File: src/rtl/param_mux_rr_if.sv
// Handshake bundle between N producer channels, the mux and its single consumer.
// Optional out_parity signal is present only when PARAM_MUX_PARITY_EN is defined.
interface param_mux_rr_if #(
  parameter int NUM_CH = 4,
  parameter int WIDTH  = 8
);
  localparam int SEL_W = $clog2(NUM_CH);

  logic                    mode;
  logic [SEL_W-1:0]        sel;
  logic [NUM_CH*WIDTH-1:0] in_data;
  logic [NUM_CH-1:0]       in_valid;
  logic [NUM_CH-1:0]       in_ready;
  logic [WIDTH-1:0]        out_data;
  logic [SEL_W-1:0]        out_ch;
  logic                    out_valid;
  logic                    out_ready;
`ifdef PARAM_MUX_PARITY_EN
  logic                    out_parity;

  modport master (
    output mode, sel, in_data, in_valid, out_ready,
    input  in_ready, out_data, out_ch, out_valid, out_parity
  );

  modport slave (
    input  mode, sel, in_data, in_valid, out_ready,
    output in_ready, out_data, out_ch, out_valid, out_parity
  );
`else
  modport master (
    output mode, sel, in_data, in_valid, out_ready,
    input  in_ready, out_data, out_ch, out_valid
  );

  modport slave (
    input  mode, sel, in_data, in_valid, out_ready,
    output in_ready, out_data, out_ch, out_valid
  );
`endif
endinterface

File: src/rtl/param_mux_rr.sv
// Registered N-channel valid/ready mux with manual select or round-robin arbitration.
// Define PARAM_MUX_PARITY_EN to add a registered even-parity bit (out_parity).
module param_mux_rr #(
  parameter int NUM_CH = 4,
  parameter int WIDTH  = 8
) (
  input logic          clk,
  input logic          rst_n,
  param_mux_rr_if.slave bus
);
  localparam int SEL_W = $clog2(NUM_CH);

  logic [SEL_W-1:0]  rr_ptr;
  logic [SEL_W-1:0]  grant_idx;
  logic [SEL_W-1:0]  cand;
  logic              grant_valid;
  logic              can_load;
  logic              fire;
  logic [NUM_CH-1:0] ready_vec;
  logic [WIDTH-1:0]  grant_data;
  logic [WIDTH-1:0]  data_q;
  logic [SEL_W-1:0]  ch_q;
  logic              valid_q;

  // First valid channel at or after rr_ptr wins in auto mode; sel wins in manual mode.
  always_comb begin
    grant_valid = 1'b0;
    grant_idx   = '0;
    cand        = '0;
    if (bus.mode) begin
      for (int i = 0; i < NUM_CH; i++) begin
        cand = SEL_W'((int'(rr_ptr) + i) % NUM_CH);
        if (!grant_valid && bus.in_valid[cand]) begin
          grant_valid = 1'b1;
          grant_idx   = cand;
        end
      end
    end else if (int'(bus.sel) < NUM_CH) begin
      grant_valid = bus.in_valid[bus.sel];
      grant_idx   = bus.sel;
    end
  end

  assign can_load = !valid_q || bus.out_ready;

  always_comb begin
    ready_vec = '0;
    if (rst_n && can_load && grant_valid)
      ready_vec[grant_idx] = 1'b1;
  end

  assign bus.in_ready = ready_vec;
  assign fire         = |(bus.in_valid & ready_vec);
  assign grant_data   = bus.in_data[int'(grant_idx)*WIDTH +: WIDTH];

  // A load on the same edge as a drain simply overwrites, keeping out_valid high.
  always_ff @(posedge clk) begin
    if (!rst_n) begin
      valid_q <= 1'b0;
      data_q  <= '0;
      ch_q    <= '0;
      rr_ptr  <= '0;
    end else if (fire) begin
      valid_q <= 1'b1;
      data_q  <= grant_data;
      ch_q    <= grant_idx;
      if (bus.mode)
        rr_ptr <= (int'(grant_idx) == NUM_CH - 1) ? '0 : grant_idx + 1'b1;
    end else if (valid_q && bus.out_ready) begin
      valid_q <= 1'b0;
    end
  end

  assign bus.out_data  = data_q;
  assign bus.out_ch    = ch_q;
  assign bus.out_valid = valid_q;

`ifdef PARAM_MUX_PARITY_EN
  logic parity_q;

  always_ff @(posedge clk) begin
    if (!rst_n)
      parity_q <= 1'b0;
    else if (fire)
      parity_q <= ^grant_data;
  end

  assign bus.out_parity = parity_q;
`endif
endmodule

File: src/flat_wrapper.sv
// flat-port wrapper written by rule: the top's interface ports become plain ports
module param_mux_rr_flat 
#(
  parameter int NUM_CH = 4,
  parameter int WIDTH  = 8
)
  (clk, rst_n, bus_mode, bus_sel, bus_in_data, bus_in_valid, bus_out_ready, bus_in_ready, bus_out_data, bus_out_ch, bus_out_valid);
  param_mux_rr_if #(.NUM_CH(NUM_CH), .WIDTH(WIDTH)) bus_i ();
  input logic clk;
  input logic rst_n;
  input wire logic [$bits(bus_i.mode)-1:0] bus_mode;
  input wire logic [$bits(bus_i.sel)-1:0] bus_sel;
  input wire logic [$bits(bus_i.in_data)-1:0] bus_in_data;
  input wire logic [$bits(bus_i.in_valid)-1:0] bus_in_valid;
  input wire logic [$bits(bus_i.out_ready)-1:0] bus_out_ready;
  output wire logic [$bits(bus_i.in_ready)-1:0] bus_in_ready;
  output wire logic [$bits(bus_i.out_data)-1:0] bus_out_data;
  output wire logic [$bits(bus_i.out_ch)-1:0] bus_out_ch;
  output wire logic [$bits(bus_i.out_valid)-1:0] bus_out_valid;
  assign bus_i.mode = bus_mode;
  assign bus_i.sel = bus_sel;
  assign bus_i.in_data = bus_in_data;
  assign bus_i.in_valid = bus_in_valid;
  assign bus_i.out_ready = bus_out_ready;
  assign bus_in_ready = bus_i.in_ready;
  assign bus_out_data = bus_i.out_data;
  assign bus_out_ch = bus_i.out_ch;
  assign bus_out_valid = bus_i.out_valid;
  param_mux_rr #(.NUM_CH(NUM_CH), .WIDTH(WIDTH)) u_core (.clk(clk), .rst_n(rst_n), .bus(bus_i));
endmodule
File: config.mk
export PLATFORM = sky130hd
export DESIGN_NAME = param_mux_rr_flat
export DESIGN_NICKNAME = d
export VERILOG_FILES = /design/src/rtl/param_mux_rr_if.sv /design/src/rtl/param_mux_rr.sv /design/src/flat_wrapper.sv
export SDC_FILE = /design/constraint.sdc
export NUM_CORES = 1
export LEC_CHECK = 0
export CAP_MARGIN = 40
export CELL_PAD_IN_SITES_DETAIL_PLACEMENT = 1
export CELL_PAD_IN_SITES_GLOBAL_PLACEMENT = 1
export CORE_MARGIN = 2
export CORE_UTILIZATION = 25
export DETAILED_ROUTE_END_ITERATION = 12
export PLACE_DENSITY = 0.8
export SYNTH_ARGS = -nofsm -noshare
export SYNTH_HDL_FRONTEND = slang
export SYNTH_SLANG_ARGS = --single-unit
File: constraint.sdc
create_clock -name clk -period 3.3 [get_ports clk]
set_input_delay 0.66 -clock clk [delete_from_list [all_inputs] [get_ports clk]]
set_output_delay 0.66 -clock clk [all_outputs]
set_load 0.01 [all_outputs]
==> flow_summary.json, run 1 <==
{
  "status": "completed",
  "synth-seq-cells": 13,
  "die_area_um2": 4180,
  "clkPwrFrac_pct": 24.8,
  "first_iter_violations": 24,
  "wirelength_um": 3550,
  "period_share_pct": 94.6,
  "dp_hpwl_um": 2740,
  "path_max_fanout": 7,
  "p_int_w": 0.000402,
  "rows": 22,
  "gp_congestion": 0.802,
  "rsz0062_at_grt": "no",
  "die_y_um": 64.7,
  "tightest_slew_ns": 0.338,
  "tritoncts": "built",
  "num_antenna_cells": 0,
  "grt_pass1_vias": 1239,
  "crit_type": "in2out",
  "io_pins": 57,
  "io_buffers": 56,
  "start_kind": "input pin",
  "finalHoldViolCount": 0,
  "holdBufCountCts": 0,
  "p_sw_share_pct": 29.4,
  "drive_gt1_share_pct": 19.4,
  "clock.fmax_ghz": 0.320,
  "required_ns": 2.64,
  "syn_nets": 147,
  "avgSynthCellArea_um2": 8.94,
  "crit_arrival_ns": 2.46,
  "synth_edf_count": 0,
  "yosysTopAreaCellShare_pct": 28.3,
  "post_drt_wl_per_cell_um": 15.6,
  "power_frac_seq_pct": 33.0,
  "antenna_found_initial": 0,
  "yosysTopAreaCell": "dfxtp_1",
  "postRouteAntennaNets": 0,
  "ys_types": 33,
  "synthTopCellsByArea": "dfxtp_1 (28%), mux2i_1 (18%), o221ai_1 (7.6%)",
  "post_drt_via_cell_ratio": 4.96,
  "placed_cell_area_um2": 1630,
  "fp.dieW_um": 64.7,
  "cap_violations": 0,
  "ir_worst_vdd_mv": 0.182,
  "clk_pin_slew_ns": 0.05,
  "area_growth_pct": 87.9,
  "p_total_w": 0.000569,
  "setup_viol": 0,
  "grt_max_degree": 12,
  "worstHoldPathType": "reg2reg",
  "fin_area_um2": 1730,
  "vias": 1131,
  "powerDensity_nw_per_um2": 329,
  "syn_inst": 103,
  "final_net_count": 225,
  "ctsRootBufferMaster": "clkbuf_8",
  "htree_levels": 1,
  "yosys_warnings": 0,
  "grt_overflow_total": 0,
  "p_leak_nw": 0.746,
  "numCtsBuffers": 3,
  "post_synth_instance_area_um2": 921,
  "clkSinkCount": 13,
  "ys_seq_area_share_pct": 28.3,
  "grt_usage_pct": 16.5,
  "slew-limit-headroom_pct": 77.5,
  "grt_pass1_wl_um": 5330,
  "final.min_clock_period_ns": 3.12,
  "p_comb_share_pct": 42.1,
  "placed_cells": 219,
  "drc": 0,
  "instances_no_fill": 228,
  "clk_latency_ns": 0.24,
  "p_sw_w": 0.000167,
  "async_reset_ff_share_pct": 0,
  "critPathCaptureType": "output pin",
  "finalClockSkew_ns": 0.00402,
  "core_area_um2": 3610,
  "clock_path_buffers": 2,
  "fin_setup_tns_ns": 0,
  "dr.pass1.iters": 3,
  "ys.flop_type": "dfxtp_1",
  "initial_utilization_pct": 25.5,
  "maxSlewViolCount": 0
}
metrics by stage:
step                      hold WS, ns  util (%)  worst slack [ns]
after floorplan                 0.481         -             0.549
after global placement          0.457      45.3            -0.119
after detailed placement        0.463      45.3            -0.210
after CTS                       0.493      46.9           0.00110
after global routing            0.498      48.0            0.0706
final                           0.484      48.0             0.179
cell usage in the layout, fill, tap and decap left out:
master	synthesis	final
inv_4	1	1
a22o_1	1	1
o221ai_1	8	8
a21o_1	1	1
buf_4	0	22
a2bb2oi_1	1	1
dlygate4sd2_1	0	7
o211ai_1	1	1
nand3_1	9	9
nor2b_1	1	1
nand2b_1	2	2
or2_2	1	1
and2_1	2	2
clkbuf_1	2	1
o21a_2	1	1
nor2_2	0	1
o211ai_2	1	1
a2111o_1	1	1
clkdlybuf4s50_1	0	48
a21oi_1	6	6
dlymetal6s2s_1	0	1
inv_1	4	4
a311oi_1	1	1
nor2_1	8	7
mux4_2	1	1
nor3_1	1	1
clkbuf_8	0	3
o211a_1	1	1
nand2_1	5	5
ha_1	2	2
nand2_2	2	2
a311oi_4	0	1
o21ai_1	2	2
mux2i_1	17	17
nand4bb_1	2	2
nor4_2	0	1
dfxtp_1	13	13
what timing repair did:
item                       4_1_cts  5_1_grt
setup endpoints to repair        4        1
pin swaps                        2        1
setup buffers                    3        2
hold endpoints to repair         0        0
gates resized for setup          7        4
power by group through the flow:
stage,registers [W],logic [W],clock network [W]
global placement,0.000190,0.000224,0
floorplan,0.000197,0.0000917,0
global route,0.000191,0.000257,0.000151
finish,0.000188,0.000240,0.000141
detailed placement,0.000191,0.000232,0
CTS,0.000188,0.000234,0.000145
layout make-up:
class,instances,area [µm²]
Sequential cell,13,260
Fill cell,442,1880
Tap cell,48,60.1
Clock buffer,4,45.0
Inverter,5,21.3
Multi-Input combinational cell,80,624
Timing Repair Buffer,78,719
kinds of logic after synthesis:
logic type,after synthesis,share of synthesized area [%]
muxes,18,20.9
DFF,13,28.3
and+or+nand+nor,34,19.3
buffers and inverters,10,6.11
adders and majority gates,2,2.72
AOI/OAI and AO/OA,26,22.7
synthesized netlist by cell type, types with 2 or more instances:
master     count
mux2i_1       17
clkbuf_1       2
a21oi_1        6
and2_1         2
nand4bb_1      2
o221ai_1       8
nor2_1         8
buf_6          2
nand2b_1       2
inv_1          4
nand2_1        5
nand3_1        9
dfxtp_1       13
ha_1           2
o21ai_1        2
nand2_2        2
state kept, by name (all words and copies together), names as in the netlist:
register	cells
u_core.bus.out_valid	1
u_core.bus.out_ch	2
u_core.rr_ptr	2
u_core.bus.out_data	8
critical path, stage by stage:
cell and delay (ns):
dlygate4sd2_1 0.35, nand2b_1 0.09, a21oi_1 0.32, nor4_2 0.10
a21o_1 0.19, buf_4 0.13, ha_1 0.20, and2_1 0.14
dlygate4sd2_1 0.28
per-layer routing:
metal  up-vias  wire length [µm]  global-route usage (%)
li1        549                 -                       -
met1       540              1340                    16.5
met2        34              1970                    32.9
met3         8               170                    2.43
met4         0                70                    7.71
met5         -                 0                       0
worst paths after layout:
kind / start / to / slack, ns / depth (start not counted)
hold reg to reg: u_core.bus.out_ch[0] / u_core.bus.out_ch[0] / 0.48 / 2
setup reg to reg: u_core.rr_ptr[1] / u_core.bus.out_data[3] / 0.77 / 10
hold / removal: u_core.bus.out_ch[0] / u_core.bus.out_ch[0] / 0.48 / 2
setup / recovery: bus_in_valid[2] / bus_in_ready[3] / 0.18 / 9
No activity file was read; power rests on OpenSTA's default activity.
==> run 2: changes to the inputs <==
GPL_ROUTABILITY_DRIVEN = 0   (was not set)
REMOVE_ABC_BUFFERS = 1   (was not set)
==> run 2 against run 1 <==
Effect of this change: final cell count shrank 1.3%; non-clock buffer count shrank 3; clock skew shrank 0.0013 ns; sequential share of layout area grew 0.30 points; via count shrank 2.0%; worst hold slack gained 0.0059 ns; largest power group unchanged.
==> flow_summary.json, run 2 (synthesized netlist as in run 1, its figures left out) <==
{
  "status": "completed",
  "die_area_um2": 4180,
  "clkSinkCount": 13,
  "core_area_um2": 3610,
  "tightest_slew_ns": 0.305,
  "dr.pass1.iters": 4,
  "final_net_count": 222,
  "p_sw_share_pct": 29.7,
  "period_share_pct": 96.6,
  "io_pins": 57,
  "p_leak_nw": 0.731,
  "p_comb_share_pct": 40.7,
  "path_cells": "clkdlybuf4s50_1, mux4_2, nor2_2, a311oi_2, buf_4, and2_1, dlygate4sd2_1",
  "grt_pass1_wl_um": 5420,
  "worstHoldPathType": "reg2reg",
  "powerDensity_nw_per_um2": 333,
  "power_frac_seq_pct": 33.3,
  "drc": 0,
  "pre_cts_slack_ns": -0.226,
  "first_iter_violations": 23,
  "initial_utilization_pct": 25.5,
  "grt_max_degree": 13,
  "final_cell_mix": "clkdlybuf4s50_1 (48), buf_4 (19), mux2i_1 (17)",
  "clock_path_buffers": 2,
  "slew-limit-headroom_pct": 79.7,
  "r2r_slack_ns": 0.74,
  "io_buffers": 56,
  "finalHoldViolCount": 0,
  "clkPwrFrac_pct": 26.0,
  "slowest_stage": "mux4_2",
  "p_total_w": 0.000564,
  "wirelength_um": 3360,
  "multiInputGateArea_um2": 613,
  "post_drt_wl_per_cell_um": 15.0,
  "cap_violations": 0,
  "start_kind": "input pin",
  "rsz0062_at_grt": "no",
  "fin_setup_tns_ns": 0,
  "maxSlewViolCount": 0,
  "finalClockSkew_ns": 0.00271,
  "clk_latency_ns": 0.24,
  "crit_type": "in2out",
  "tritoncts": "built",
  "setup_viol": 0,
  "grt_usage_pct": 16.7,
  "ctsRootBufferMaster": "clkbuf_8",
  "drive_gt1_share_pct": 18.1,
  "grt_pass1_vias": 1187,
  "fillCellCount": 443,
  "vias": 1108,
  "final.min_clock_period_ns": 3.19,
  "required_ns": 2.64,
  "antenna_found_initial": 0,
  "rows": 22,
  "placed_cell_area_um2": 1640,
  "critical_path.max_stage_delay_ns": 0.54,
  "clock.fmax_ghz": 0.314,
  "dp_hpwl_um": 2730,
  "setup_ws_ns": 0.112,
  "path_max_fanout": 4,
  "htree_levels": 1,
  "p_int_w": 0.000397,
  "fin_area_um2": 1700,
  "critPathCaptureType": "output pin",
  "p_sw_w": 0.000167,
  "post_drt_via_cell_ratio": 4.92,
  "postRouteAntennaNets": 0,
  "fp.dieW_um": 64.7,
  "final-seq-area_um2": 260,
  "clk_pin_slew_ns": 0.06,
  "die_y_um": 64.7,
  "num_antenna_cells": 0,
  "grt_overflow_total": 0,
  "ir_worst_vdd_mv": 0.144,
  "layout_commonest_cell": "clkdlybuf4s50_1",
  "numCtsBuffers": 3,
  "holdBufCountCts": 0,
  "crit_arrival_ns": 2.53,
  "final_core_util_pct": 47.1,
  "area_growth_pct": 84.2,
  "largest_register_ffs": 8
}
==> run 2: changes by cell type in the layout (fill, tap and decap cells not counted), sizes merged <==
cell,delta
buf,-3
==> run 2: final timing paths <==
kind	startpoint	endpoint	cells after the start
worst min register to register	u_core.bus.out_ch[1]	u_core.bus.out_ch[1]	2
worst min-delay path	u_core.bus.out_ch[1]	u_core.bus.out_ch[1]	2
worst max register to register	u_core.rr_ptr[1]	u_core.bus.out_data[0]	11
worst max-delay path	bus_sel[0]	bus_in_ready[2]	7
==> run 2: cell type report <==
class / count / share of cell area (%)
timing repair buffer: 75 / 41.1
clock buffer: 4 / 2.65
inverter: 5 / 1.25
tap: 48 / 3.54
multi-input combinational: 80 / 36.1
sequential: 13 / 15.3
==> run 2: power by group through the flow <==
stage / sequential [W] / clock (W) / combinational, W
2_1_floorplan: 0.000198 / 0 / 0.0000832
3_3_place_gp: 0.000190 / 0 / 0.000225
3_5_place_dp: 0.000191 / 0 / 0.000233
4_1_cts: 0.000188 / 0.000152 / 0.000231
5_1_grt: 0.000191 / 0.000159 / 0.000249
6_report: 0.000188 / 0.000147 / 0.000229
==> run 2: repair_timing <==
action,in CTS,in global routing
setup buffers,0,1
endpoints found under the setup margin,4,1
pin swaps,1,2
gates resized for setup,8,2
endpoints found under the hold margin,0,0
==> run 2: per-stage QoR <==
step	hold WS, ns	cells
final	0.489	225
after global routing	0.528	225
after CTS	0.493	224
after detailed placement	0.479	220
after global placement	0.455	220
after floorplan	0.481	98
==> run 2: worst max-delay path, delay by kind of cell <==
family / cells / cell delay (ns)
buffers and inverters: 3 / 0.96
and+or+nand+nor: 2 / 0.29
AOI/OAI and AO/OA: 1 / 0.08
muxes: 1 / 0.54
==> run 2: layer usage <==
layer	part of all wire (%)	vias up	track usage, %
li1	-	544	-
met1	42	528	19.9
met2	53	32	30.5
met3	3.7	4	2.08
met4	1.7	0	6.38
met5	0	-	0
==> run 3: changes to the inputs <==
SLEW_MARGIN = 20   (was not set)
==> results of run 3 <==
Final layout, timing and power as in run 2 (identical DEF).
